$ cat src/rtl/sonic_vc_rx_demux.sv
// Virtual-channel RX demux: steers each input packet onto one of NUM_CHAN channels
// through a single shared output register, and drops packets that have an illegal channel or no sop.
module sonic_vc_rx_demux #(
  parameter int unsigned DATA_WIDTH = 128,
  parameter int unsigned NUM_CHAN   = 2,
  parameter int unsigned CHAN_WIDTH = 3
) (
  input  logic                   clk_in,
  input  logic                   reset,
  input  logic                   rx_st_valid,
  input  logic                   rx_st_sop,
  input  logic                   rx_st_eop,
  input  logic                   rx_st_err,
  input  logic [DATA_WIDTH-1:0]  rx_st_data,
  input  logic [CHAN_WIDTH-1:0]  rx_chan,
  output logic                   rx_st_ready,
  output logic [NUM_CHAN-1:0]    out_valid,
  output logic                   out_sop,
  output logic                   out_eop,
  output logic                   out_err,
  output logic [DATA_WIDTH-1:0]  out_data,
  input  logic [NUM_CHAN-1:0]    out_ready,
  output logic [16*NUM_CHAN-1:0] pkt_cnt,
  output logic [15:0]            drop_cnt
);

  localparam int unsigned CNT_W = 16;
  localparam logic [CNT_W-1:0] CNT_MAX = '1;

  typedef enum logic [1:0] {ST_IDLE, ST_PKT, ST_DROP} state_e;

  state_e                  state_q;
  logic [CHAN_WIDTH-1:0]   cur_chan_q;
  logic                    rdy_en_q;
  logic [NUM_CHAN-1:0]     valid_q;
  logic                    sop_q, eop_q, err_q;
  logic [DATA_WIDTH-1:0]   data_q;
  logic [CNT_W-1:0]        pkt_q [NUM_CHAN];
  logic [CNT_W-1:0]        pkt_d [NUM_CHAN];
  logic [CNT_W-1:0]        drop_q, drop_d;

  logic                    drain_c, accept_c, legal_c, fwd_c, drop_c;
  logic [CHAN_WIDTH-1:0]   fwd_chan_c;
  logic [NUM_CHAN-1:0]     fwd_oh_c;

  // Handshake and beat disposition; the held beat is one-hot, so its drain is a reduction.
  always_comb begin
    drain_c     = |(valid_q & out_ready);
    rx_st_ready = rdy_en_q && (!(|valid_q) || drain_c);
    accept_c    = rx_st_valid && rx_st_ready;
    legal_c     = 32'(rx_chan) < NUM_CHAN;
    fwd_c       = accept_c && (rx_st_sop ? legal_c : (state_q == ST_PKT));
    drop_c      = accept_c && !fwd_c;
    fwd_chan_c  = rx_st_sop ? rx_chan : cur_chan_q;
    fwd_oh_c    = '0;
    for (int unsigned k = 0; k < NUM_CHAN; k++) begin
      if (32'(fwd_chan_c) == k) fwd_oh_c[k] = 1'b1;
    end
  end

  // Saturating counter next values.
  always_comb begin
    for (int unsigned k = 0; k < NUM_CHAN; k++) begin
      pkt_d[k] = pkt_q[k];
      if (valid_q[k] && out_ready[k] && eop_q && (pkt_q[k] != CNT_MAX))
        pkt_d[k] = pkt_q[k] + CNT_W'(1);
    end
    drop_d = drop_q;
    if (drop_c && (drop_q != CNT_MAX)) drop_d = drop_q + CNT_W'(1);
  end

  // Packet framing FSM; any accepted sop restarts framing regardless of state.
  always_ff @(posedge clk_in or posedge reset) begin
    if (reset) begin
      state_q    <= ST_IDLE;
      cur_chan_q <= '0;
    end else if (accept_c) begin
      if (rx_st_sop) begin
        if (legal_c) begin
          cur_chan_q <= rx_chan;
          state_q    <= rx_st_eop ? ST_IDLE : ST_PKT;
        end else begin
          state_q    <= rx_st_eop ? ST_IDLE : ST_DROP;
        end
      end else if (rx_st_eop) begin
        state_q <= ST_IDLE;
      end
    end
  end

  // Shared output register and counters.
  always_ff @(posedge clk_in or posedge reset) begin
    if (reset) begin
      rdy_en_q <= 1'b0;
      valid_q  <= '0;
      sop_q    <= 1'b0;
      eop_q    <= 1'b0;
      err_q    <= 1'b0;
      data_q   <= '0;
      drop_q   <= '0;
      for (int unsigned k = 0; k < NUM_CHAN; k++) pkt_q[k] <= '0;
    end else begin
      rdy_en_q <= 1'b1;
      drop_q   <= drop_d;
      for (int unsigned k = 0; k < NUM_CHAN; k++) pkt_q[k] <= pkt_d[k];
      if (fwd_c) begin
        valid_q <= fwd_oh_c;
        sop_q   <= rx_st_sop;
        eop_q   <= rx_st_eop;
        err_q   <= rx_st_err;
        data_q  <= rx_st_data;
      end else if (drain_c) begin
        valid_q <= '0;
      end
    end
  end

  always_comb begin
    out_valid = valid_q;
    out_sop   = sop_q;
    out_eop   = eop_q;
    out_err   = err_q;
    out_data  = data_q;
    drop_cnt  = drop_q;
    for (int unsigned k = 0; k < NUM_CHAN; k++) pkt_cnt[k*CNT_W +: CNT_W] = pkt_q[k];
  end

endmodule
$ cat config.mk
export PLATFORM = sky130hd
export DESIGN_NAME = sonic_vc_rx_demux
export DESIGN_NICKNAME = d
export VERILOG_FILES = /design/src/rtl/sonic_vc_rx_demux.sv
export SDC_FILE = /design/constraint.sdc
export NUM_CORES = 1
export LEC_CHECK = 0
export ABC_AREA = 1
export CAP_MARGIN = 20
export CORE_UTILIZATION = 44
export DETAILED_ROUTE_END_ITERATION = 10
export PLACE_DENSITY = 0.8
export REMOVE_ABC_BUFFERS = 1
export SLEW_MARGIN = 20
export SYNTH_ARGS = -nofsm -noshare
export SYNTH_HDL_FRONTEND = slang
export SYNTH_SLANG_ARGS = --single-unit
export TNS_END_PERCENT = 100
$ cat constraint.sdc
create_clock -name clk_in -period 7.2 [get_ports clk_in]
set_input_delay 1.44 -clock clk_in [delete_from_list [all_inputs] [get_ports clk_in]]
set_output_delay 1.44 -clock clk_in [all_outputs]
set_load 0.005 [all_outputs]
* Yosys cells after proc, flatten, opt, wreduce, memory -nomap -nowiden
Cells that the tools add are included.
Storage, ports and cells: flip-flop bits (word level) 187, output and inout port bits 182, input port bits 139, word-level logic and storage cells 53
Cells by class: reductions and logical operators 21, bitwise logic cells 1, add/sub/neg operators 3, magnitude comparators 1, equal/unequal tests 5, mux-type cells 11
Operator list (number):
- 16-bit by 1-bit adder with 16-bit output (second input constant) | 3
- 16-bit inequality test (second input constant) | 3
- 2-bit 2-to-1 mux | 6
- 1-bit logical AND | 11
- 1-bit 2-to-1 mux | 4
- 2-bit nonzero test | 2
- 2-bit OR reduction | 2
- 3-bit by 1-bit equality test with 1-bit output (second input constant) | 1
- 3-bit logical NOT | 1
- 3-bit by 2-bit < comparator with 1-bit output (second input constant) | 1
- 3-bit 2-to-1 mux | 1
- 3-bit AND reduction | 1
- 2-bit AND | 1
- 2-bit by 1-bit equality test with 1-bit output (second input constant) | 1
- 1-bit logical NOT | 2
- 2-bit AND reduction | 1
- 1-bit logical OR | 1

* Logic depth before layout (Yosys ltp)
depth in word-level cells 9, mapped depth 9, depth with buffers taken out 9

* Worst setup path before layout
OpenSTA, ideal clock, no wires.
path type in2out, start in out_ready[0], end out rx_st_ready, buffers on the path 0, data required time 5.760 ns, setup slack 3.938 ns, data arrival time 1.822 ns, stages 4, path through nand2_1 > nand2_1 > nor2_1 > nor2_4
Between the ends: cells in the longest elaborated chain, start to end 4
RTL lines:
- start: declaration | line 22 | input logic [NUM_CHAN-1:0] out_ready,
- 2-bit AND | line 48 | drain_c = |(valid_q & out_ready);
- 2-bit OR reduction | line 48
- 1-bit logical OR | line 49 | rx_st_ready = rdy_en_q && (!(|valid_q) || drain_c);
- 1-bit logical AND | line 49
- end: declaration | line 16 | output logic rx_st_ready,
Every way passes these cells.

* Worst setup path after layout
Ends and elaborated chain as after synthesis.

==> metrics.md <==
| Metric | Value |
|---|---|
| Bufs on Longest Clock Path | 2 |
| GPL Wtd Cong | between 0.8 and 0.9 |
| Commonest non-fill, non-tap cell in the layout | nand2_1 |
| Drt total wl | between 20000 and 25000 microns |
| I/O Buffers | 320 |
| Io pins | 321 |
| Final setup viols | 0 |
| Final core occ | 0.6561 |
| Critical path data arrival time | 2.82 ns |
| Nature of the critical path startpoint | primary input |
| Residual overflow from global routing | 0 |
| Clk_skew | 0.01119 ns |
| Count of cell types in the netlist | 29 |
| RSZ-0062 raised after global routing | false |
| Die Y | 139.9 microns |
| Post-route DRC | 0 |
| Total track usage | 0.2470 |
| Leading cell types in the layout, fill and taps excluded | nand2_1 (610), clkdlybuf4s50_1 (320), dfrtp_1 (187), nor2_1 (49), nand3_1 (39) |
| Hold buffer count at cts | 0 |
| Seq/Total Area, Yosys | 0.5593 |
| Die W | ~140 microns |
| Clk root buf | clkbuf_16 |
| Synth area leaders | dfrtp_1 (56%), nand2_1 (27%), buf_6 (2.4%), nand3_1 (2.3%), nor2_1 (2.2%) |
| Vias per cell | 4.808 |
| Fin crit period | between 4 and 5 ns |
| Via Count | about 7600 |
| CTS Buf Count | 17 |
| Pwr per Cell Area | 343.7 nW/um^2 |
| Initial antenna violation count | 1 |
| Outcome | finished clean |
| Maxcap violations | 0 |
| Leak | 5.984 nW |
| Clk sinks | around 190 |
| Place WS | 2.939 ns |
| Post-Syn Area per Cell | 8.099 sq um |
| Reg2Reg Launch Point | out_valid[0] |
| #FFs+latches synth | 187 |
| Fin Setup TNS | 0 ns |
| Worst-skew pair later-pin latency | roughly 0.43 ns |
| Pre-antenna DRT Iters | 4 |
| Clk slew on worst S/H paths | around 0.07 ns |
| Core area | roughly 19000 sq um |
| Max_slew headroom | 0.3788 |
| F_max | approximately 0.23 GHz |
| Final WS setup | 2.941 ns |
| Worst Path Max Fanout | 4 |
| Nets | ~1500 |
| Row cnt | 50 |
| Die area | 19570 sq um |
| Post-CTS Setup Bufs | 0 |
| HP Class | register to register |
| Initial core utilization | 0.4488 |
| Post-Syn Area | approximately 8400 sq um |
| Cts repair resizes | 0 |
| Worst slew pin tran | slightly above 0.9 ns |
| Max Slew Vio Count | 0 |
| Worst hold start | out_data[115] |
| Dominant cell type by area after synthesis | dfrtp_1 |
| Syn Inst Count | approximately 1000 |
| Iteration-0 DRC count of the detailed router | 390 |
| Crit share post-route | 0.5916 |
| Hold Vio Cnt, Final | 0 |
| Crit. Startpoint | out_ready[0] |
| Yosys Warn Count | 0 |
| Crit end category | primary output |
| Share of the synthesized area in the top cell type | 0.5593 |
| Critical path class | primary input to primary output |
| H-tree Lvls | 4 |
| VDD IR-drop max | between 200 and 250 uV |
| CTS tree | done |
| DRT antenna net count | 0 |
| Largest net degree at the start of global routing | 97 |
| Vias in the first global route | 7364 |
| Avg WL per Cell | about 15 microns |
| Critical Path RT | 5.76 ns |
| P&R area growth vs syn | 46.19% |
| Layout cells sized above 1 | 0.03693 |
| First-pass GRT wire length | 37670 microns |
| HPWL Detailed | between 15000 and 20000 microns |
[path summary, 6_finish.rpt]
kind,depth (start not counted),end,slack [ns]
min in group asynchronous,2,out_data[25],1.54
setup / recovery,6,rx_st_ready,2.94
setup reg to reg,9,out_valid[1],4.71
max in group asynchronous,3,out_data[24],4.46
hold reg to reg,2,out_data[115],0.47
hold / removal,2,out_data[115],0.47
[logic make-up after synthesis]
family / count (synthesis) / share of synthesized area
AND/OR/NAND/NOR: 733 / 0.3495
flip-flops: 187 / 0.5593
buffers and inverters: 75 / 0.05309
XOR/XNOR: 24 / 0.02512
AO/OA/AOI/OAI: 9 / 0.006880
adder cells (fa/ha/maj): 3 / 0.004487
other: 1 / 0.0004482
multiplexers: 1 / 0.001196
[flip-flops by register name (all words and copies together), names as in the netlist]
register	cells
out_eop	1
pkt_cnt	32
out_data	128
state_q	2
cur_chan_q	3
drop_cnt	16
out_valid	2
rdy_en_q	1
out_sop	1
out_err	1
[worst max-delay path, stage by stage]
cell             delay, ns
clkdlybuf4s50_1       0.46
nand2_1               0.09
nand2_1               0.10
nor2_1                0.07
nor2_4                0.14
clkdlybuf4s50_1       0.52
[routing by layer]
metal | up-vias | routed length [microns] | GRT usage
met1 | 3581 | 9385 | 0.2958
met4 | 0 | 795 | 0.1024
li1 | 3774 | - | -
met3 | 41 | 1934 | 0.09026
met5 | - | 0 | 0
met2 | 249 | 11410 | 0.4024
[cell usage after synthesis]
| cell | number |
|---|---|
| o21ai_2 | 2 |
| buf_4 | 3 |
| nand2_1 | 610 |
| clkbuf_1 | 1 |
| mux2i_1 | 1 |
| xnor2_1 | 15 |
| and2_1 | 1 |
| inv_1 | 39 |
| xor2_1 | 9 |
| nand4_1 | 10 |
| buf_2 | 13 |
| nand3b_1 | 7 |
| dfrtp_1 | 187 |
| nand2b_1 | 1 |
| o211ai_1 | 1 |
| conb_1 | 1 |
| nand3_2 | 2 |
| nor2_2 | 2 |
| nor3_1 | 5 |
| nand3_1 | 39 |
| nand4_2 | 1 |
| nor2_4 | 4 |
| inv_2 | 1 |
| o21ai_0 | 5 |
| buf_6 | 18 |
| o31ai_1 | 1 |
| nand2_2 | 2 |
| nor2_1 | 49 |
| ha_1 | 3 |
[final cells by class]
type | instances | area (sq um)
antenna | 2 | 5.005
clock buffer | 18 | 429.2
clock inverter | 13 | 178.9
fill | 1541 | 6411
inverter | 40 | 155.1
multi-input combinational | 771 | 3251
sequential | 187 | 4679
tap | 234 | 292.8
timing repair buffer | 325 | 3241
[stage by stage]
step / instances / total power, W / hold slack (ns) / area, sq um
2_1_floorplan: 998 / 0.002152 / 0.4386 / 8073
3_3_place_gp: 1557 / 0.003192 / 0.4522 / 11620
3_5_place_dp: 1557 / 0.003236 / 0.4576 / 11620
4_1_cts: 1588 / 0.004251 / 0.4755 / 12230
5_1_grt: 1589 / 0.004472 / 0.4967 / 12230
6_report: 1590 / 0.004204 / 0.4710 / 12230
[report_power, final]
group	total, W	switching, W	internal (W)	leakage, nW
clock	0.000985	0.000429	0.000556	0.294
combinational	0.00151	0.000594	0.000915	3.27
sequential	0.00171	0.000251	0.00146	2.42
No activity file was read; power rests on OpenSTA's default activity.
